**src/rtl/sram_controller.sv**
```systemverilog
// rtl/sram_controller.sv - 32-bit MEM-stage access sequencer for a 16-bit asynchronous SRAM
//
// Ports:
//   clk, rst           clock; synchronous active-low reset
//   rd_en, wr_en       access requests from the EX-stage register (write wins if both)
//   address            CPU byte address; BASE_ADDR maps to SRAM word 0
//   write_data         32-bit store data
//   read_data          last completed read word, valid from DONE onwards
//   ready              high when no access is pending; pipeline freeze = ~ready
//   sram_addr          SRAM halfword address
//   sram_dq_out        write data to the pad
//   sram_dq_oe         pad output enable
//   sram_dq_in         read data from the pad
//   sram_we_n          SRAM write strobe, active-low

module sram_controller #(
    parameter int BASE_ADDR   = 1024,
    parameter int SRAM_ADDR_W = 18,
    parameter int WAIT_CYCLES = 2
) (
    input  logic                   clk,
    input  logic                   rst,
    input  logic                   rd_en,
    input  logic                   wr_en,
    input  logic [31:0]            address,
    input  logic [31:0]            write_data,
    output logic [31:0]            read_data,
    output logic                   ready,
    output logic [SRAM_ADDR_W-1:0] sram_addr,
    output logic [15:0]            sram_dq_out,
    output logic                   sram_dq_oe,
    input  logic [15:0]            sram_dq_in,
    output logic                   sram_we_n
);

    typedef enum logic [1:0] {
        IDLE = 2'd0,
        LOW  = 2'd1,
        HIGH = 2'd2,
        DONE = 2'd3
    } state_t;

    localparam int                CNT_W    = $clog2(WAIT_CYCLES + 1);
    localparam logic [CNT_W-1:0]  CNT_ONE  = CNT_W'(1);
    localparam logic [CNT_W-1:0]  CNT_LAST = CNT_W'(WAIT_CYCLES);
    localparam logic [31:0]       BASE     = 32'(BASE_ADDR);

    state_t                 state;
    state_t                 state_next;
    logic [CNT_W-1:0]       cnt;
    logic                   op_write;
    logic [SRAM_ADDR_W-2:0] word;
    logic [31:0]            wdata;
    logic [15:0]            stage_lo;

    logic                   req;
    logic                   phase_end;
    logic [SRAM_ADDR_W-2:0] word_in;

    assign req       = rd_en | wr_en;
    assign phase_end = (cnt == CNT_LAST);

    // Modulo-2^32 offset from the window base; the byte lane bits and anything
    // above the SRAM word range fall away in the cast.
    assign word_in = (SRAM_ADDR_W-1)'((address - BASE) >> 2);

    always_comb begin
        state_next = state;
        case (state)
            IDLE:    if (req) state_next = LOW;
            LOW:     if (phase_end) state_next = HIGH;
            HIGH:    if (phase_end) state_next = DONE;
            DONE:    state_next = IDLE;
            default: state_next = IDLE;
        endcase
    end

    // Pad outputs come only from registered state so the SRAM never sees a
    // glitch from the request inputs.
    always_comb begin
        ready       = ((state == IDLE) && !req) || (state == DONE);
        sram_addr   = '0;
        sram_dq_out = 16'h0000;
        sram_dq_oe  = 1'b0;
        sram_we_n   = 1'b1;
        if ((state == LOW) || (state == HIGH)) begin
            sram_addr = {word, (state == HIGH)};
            if (op_write) begin
                sram_dq_oe  = 1'b1;
                sram_dq_out = (state == HIGH) ? wdata[31:16] : wdata[15:0];
                // Strobe rises at the start of the last phase cycle so address
                // and data stay stable across the rising edge.
                sram_we_n   = phase_end;
            end
        end
    end

    always_ff @(posedge clk) begin
        if (!rst) begin
            state     <= IDLE;
            cnt       <= CNT_ONE;
            op_write  <= 1'b0;
            word      <= '0;
            wdata     <= 32'h0;
            stage_lo  <= 16'h0;
            read_data <= 32'h0;
        end else begin
            state <= state_next;
            case (state)
                IDLE: begin
                    cnt <= CNT_ONE;
                    if (req) begin
                        word     <= word_in;
                        wdata    <= write_data;
                        op_write <= wr_en;
                    end
                end
                LOW, HIGH: begin
                    cnt <= phase_end ? CNT_ONE : cnt + CNT_ONE;
                    if (phase_end && !op_write) begin
                        if (state == LOW) begin
                            stage_lo <= sram_dq_in;
                        end else begin
                            // High half goes straight in alongside the staged
                            // low half, so the word is valid on entry to DONE.
                            read_data <= {sram_dq_in, stage_lo};
                        end
                    end
                end
                default: cnt <= CNT_ONE;
            endcase
        end
    end

endmodule

```
**config.mk**
```make
export PLATFORM = sky130hd
export DESIGN_NAME = sram_controller
export DESIGN_NICKNAME = d
export VERILOG_FILES = /design/src/rtl/sram_controller.sv
export SDC_FILE = /design/constraint.sdc
export NUM_CORES = 1
export LEC_CHECK = 0
export ABC_AREA = 1
export CORE_ASPECT_RATIO = 0.6
export CORE_MARGIN = 2
export CORE_UTILIZATION = 40
export CTS_BUF_LIST = sky130_fd_sc_hd__clkbuf_4
export DETAILED_ROUTE_END_ITERATION = 16
export PLACE_DENSITY = 0.73
export SYNTH_ARGS = -nofsm -noshare
export SYNTH_HDL_FRONTEND = slang
export SYNTH_SLANG_ARGS = --single-unit
```
**constraint.sdc**
```tcl
create_clock -name clk -period 3.08 [get_ports clk]
set_input_delay 0.308 -clock clk [delete_from_list [all_inputs] [get_ports clk]]
set_output_delay 0.308 -clock clk [all_outputs]
set_load 0.01 [all_outputs]
```
==> out/qor.txt <==
======================================================================================================
First-pass DRT Iterations ...............................................................            4
Total detailed-routing wirelength .......................................................     11100 µm
Post-synthesis share of cell area spent on xor and xnor gates ...........................           0%
Critical path required time .............................................................      2.77 ns
Final number of hold-violating endpoints ................................................            0
First-pass GRT wire length ..............................................................     18130 µm
Final core utilization ..................................................................       57.04%
Post-Route Skew .........................................................................   0.01345 ns
Number of sinks handled by clock tree synthesis .........................................          102
Crit path time final ....................................................................     2.730 ns
Remaining Overflow, GRT .................................................................            0
Sequential cell area in the final layout ................................................     2042 µm²
Starting DRT DRC Count ..................................................................          191
Slowest cell delay on critical path .....................................................      0.59 ns
Number of buffers and inverters on the critical path ....................................            2
Sequential cell area fraction in the yosys report .......................................       48.40%
Area grow syn2layout ....................................................................       35.94%
Largest delay share family, worst path .................................................. buffers and inverters
Unrepaired setup endpoints after global routing .........................................        false
Clock transition at the register clock pins on the worst setup and hold paths after CTS .      0.17 ns
Max Cap Viol ............................................................................            0
Filler instances ........................................................................          911
Number of antenna violations at the first check in global routing .......................            0
Tcrit/Tclk final ........................................................................       88.64%
DRC violation count after routing .......................................................            0
Instance count after placement with tap cells included ..................................          835
Hold buffer count at CTS ................................................................            0
Final estimated routing congestion in global placement ..................................       0.8473
Net count after synthesis ...............................................................          682
Total of flip-flops plus latches after synthesis ........................................          102
Synth Instances .........................................................................          592
Setup violation total in the final timing report ........................................            0
Post-route antenna net violation count ..................................................            0
Max Clk Rate ............................................................................   0.3663 GHz
Total of buffers placed on input and output ports .......................................          137
Post-place instance area ................................................................     5599 µm²
Number of buffers inserted by post-CTS setup repair .....................................            0
Total negative setup slack ..............................................................         0 ns
Total half-perimeter wirelength after legalization and detailed placement ...............      7721 µm
Fraction of the mapped netlist area in compound gates ...................................       14.77%
Design Area, Final ......................................................................     5736 µm²
Area taken by multi-input logic gates ...................................................     1754 µm²
Per-cell routed wire length .............................................................     13.04 µm
Startpoint type of the worst setup path .................................................         flop
Resize count post-CTS ...................................................................            0
DR vias .................................................................................         4099
Outcome ................................................................................. finished clean
Synth cell types ........................................................................           24
Combinational family with the most area after synthesis ................................. simple AND/OR/NAND/NOR gates
Final hold slack ........................................................................    0.3227 ns
Placement Rows ..........................................................................           28
Largest fanout on the critical path .....................................................           17
Worst setup path category ...............................................................      reg2out
Critical path data arrival time .........................................................      2.42 ns
Post-Synth Simple-Gate Area .............................................................       24.97%
Via/cell ratio ..........................................................................        4.817
Number of buffers on the longest clock path .............................................            2
Height of the die .......................................................................     83.55 µm
Adder-cell area share of the yosys netlist ..............................................       1.779%
Effective utilization at floorplan ......................................................       41.96%
Mux contribution to synthesized area ....................................................           0%
Nets ....................................................................................          801
Critical Path Slowest Stage Cell ........................................................ sky130_fd_sc_hd__clkdlybuf4s50_1
Number of slew-limit violations in the final report .....................................            0
Syn avg cell area .......................................................................    7.127 µm²
H-tree depth ............................................................................            3
Clock network latency to the later pin of the worst-skew pair ...........................      0.46 ns
Pin count of the biggest net entering global routing ....................................           68
Die area ................................................................................    11410 µm²
Number of standard cells in the layout, taps in and fillers out .........................          851
Combined global-route utilization of all metal layers ...................................       19.72%
Top-level port count ....................................................................          153
Hold WC Path Type .......................................................................       in2reg
Headroom to the max-slew limit ..........................................................       50.38%
Max rail drop VDD .......................................................................     345.6 µV
Post-Synthesis Cell Area ................................................................     4219 µm²
Pwr per Cell Area ....................................................................... 669.9 nW/µm²
Sequence of cells on the critical path .................................................. inv_1, ha_1, nand2_2, nor3_1, clkdlybuf4s50_1
Element type at the critical path end ................................................... primary output
Placeable core region ...................................................................    10050 µm²
Worst-margin pin slew ...................................................................    0.7433 ns
Synthesis warning total .................................................................            0
Vias in the first global route ..........................................................         3792
TritonCTS buffer count ..................................................................            9
Antenna Diode Count .....................................................................            0
CTS tree ................................................................................        built
Fraction of layout cells with a size suffix above 1 .....................................       4.609%
Leakage component of the power ..........................................................     2.533 nW
Clk Tree Root Cell ...................................................................... sky130_fd_sc_hd__clkbuf_4
Die Span X ..............................................................................     136.6 µm
======================================================================================================
==> metrics by stage <==
| stage | worst slack, ns | power [W] |
|---|---|---|
| floorplan | 1.338 | 0.002656 |
| global placement | 0.7460 | 0.003150 |
| detailed placement | 0.7244 | 0.003194 |
| CTS | 0.1837 | 0.003867 |
| global route | 0.1884 | 0.004139 |
| finish | 0.3500 | 0.003842 |
==> worst paths after layout <==
kind | slack [ns] | from | cells after the start | endpoint
worst max register to register | 1.12 | state[0] | 8 | read_data[1]
worst min-delay path | 0.32 | rst | 3 | wdata[18]
worst min register to register | 0.46 | cnt[0] | 1 | cnt[0]
worst max-delay path | 0.35 | state[0] | 5 | sram_dq_out[15]
==> routing by layer <==
metal	vias up	wire length (µm)	GRT usage [%]
li1	2096	-	-
met1	1859	5375	27.01
met2	136	4698	29.95
met3	8	940	7.104
met4	0	82	3.693
met5	-	0	0
==> report_power, final <==
group	internal, W	switching (W)
combinational	0.000600	0.000815
sequential	0.00160	0.000156
clock	0.000186	0.000482
total	0.00239	0.00145
==> flip-flops by register name, summed over array words and instances (netlist names) <==
| register | count |
|---|---|
| op_write | 1 |
| state | 2 |
| stage_lo | 16 |
| wdata | 32 |
| read_data | 32 |
| word | 17 |
| cnt | 2 |
==> tightest hold or removal path: stages <==
cell and delay, ns:
sky130_fd_sc_hd__buf_2 0.26, sky130_fd_sc_hd__o21ai_0 0.14, sky130_fd_sc_hd__nor2_1 0.05
==> kinds of logic (layout without fill, tap and decap cells) <==
family	Yosys count	after routing
AOI/OAI and AO/OA	124	124
and+or+nand+nor	266	266
buffers and inverters	94	218
adders and majority gates	6	6
DFF	102	102
==> cell type report <==
class	count	area share (%)
Tap cell	135	2.945
Inverter	58	3.796
Clock inverter	7	1.156
Multi-Input combinational cell	396	30.58
Clock buffer	9	1.178
Sequential cell	102	35.60
Timing Repair Buffer	144	24.74
==> cells in the final DEF, fill, tap and decap left out, types with 6 or more instances in the layout <==
| cell type | n |
|---|---|
| sky130_fd_sc_hd__nor2_1 | 194 |
| sky130_fd_sc_hd__clkdlybuf4s50_1 | 136 |
| sky130_fd_sc_hd__dfxtp_1 | 102 |
| sky130_fd_sc_hd__o21ai_0 | 90 |
| sky130_fd_sc_hd__inv_1 | 53 |
| sky130_fd_sc_hd__nand2_1 | 37 |
| sky130_fd_sc_hd__a21oi_1 | 24 |
| sky130_fd_sc_hd__nor3_1 | 18 |
| sky130_fd_sc_hd__nand3_1 | 10 |
| sky130_fd_sc_hd__o21ai_1 | 9 |
| sky130_fd_sc_hd__clkbuf_4 | 9 |
| sky130_fd_sc_hd__buf_4 | 7 |
| sky130_fd_sc_hd__ha_1 | 6 |
==> synth_stat cells <==
library cell,n,area (µm²)
sky130_fd_sc_hd__or2_2,1,6.260
sky130_fd_sc_hd__dfxtp_1,102,2042
sky130_fd_sc_hd__nor2_4,1,11.26
sky130_fd_sc_hd__clkinv_1,1,3.750
sky130_fd_sc_hd__buf_6,6,67.56
sky130_fd_sc_hd__inv_1,53,198.9
sky130_fd_sc_hd__a21oi_1,24,120.1
sky130_fd_sc_hd__inv_2,4,15.01
sky130_fd_sc_hd__clkbuf_1,16,60.06
sky130_fd_sc_hd__nor3_1,18,90.09
sky130_fd_sc_hd__o21bai_1,1,7.510
sky130_fd_sc_hd__nand2_2,1,6.260
sky130_fd_sc_hd__buf_1,2,7.510
sky130_fd_sc_hd__nor2_2,1,6.260
sky130_fd_sc_hd__nand4_1,1,6.260
sky130_fd_sc_hd__nor2_1,194,728.2
sky130_fd_sc_hd__buf_2,7,35.03
sky130_fd_sc_hd__ha_1,6,75.07
sky130_fd_sc_hd__nand2_1,38,142.6
sky130_fd_sc_hd__o21ai_1,9,45.04
sky130_fd_sc_hd__o21ai_0,90,450.4
sky130_fd_sc_hd__nand3_1,10,50.05
sky130_fd_sc_hd__buf_4,5,37.54
sky130_fd_sc_hd__and2_1,1,6.260
Power figures use the tool's default switching activity.
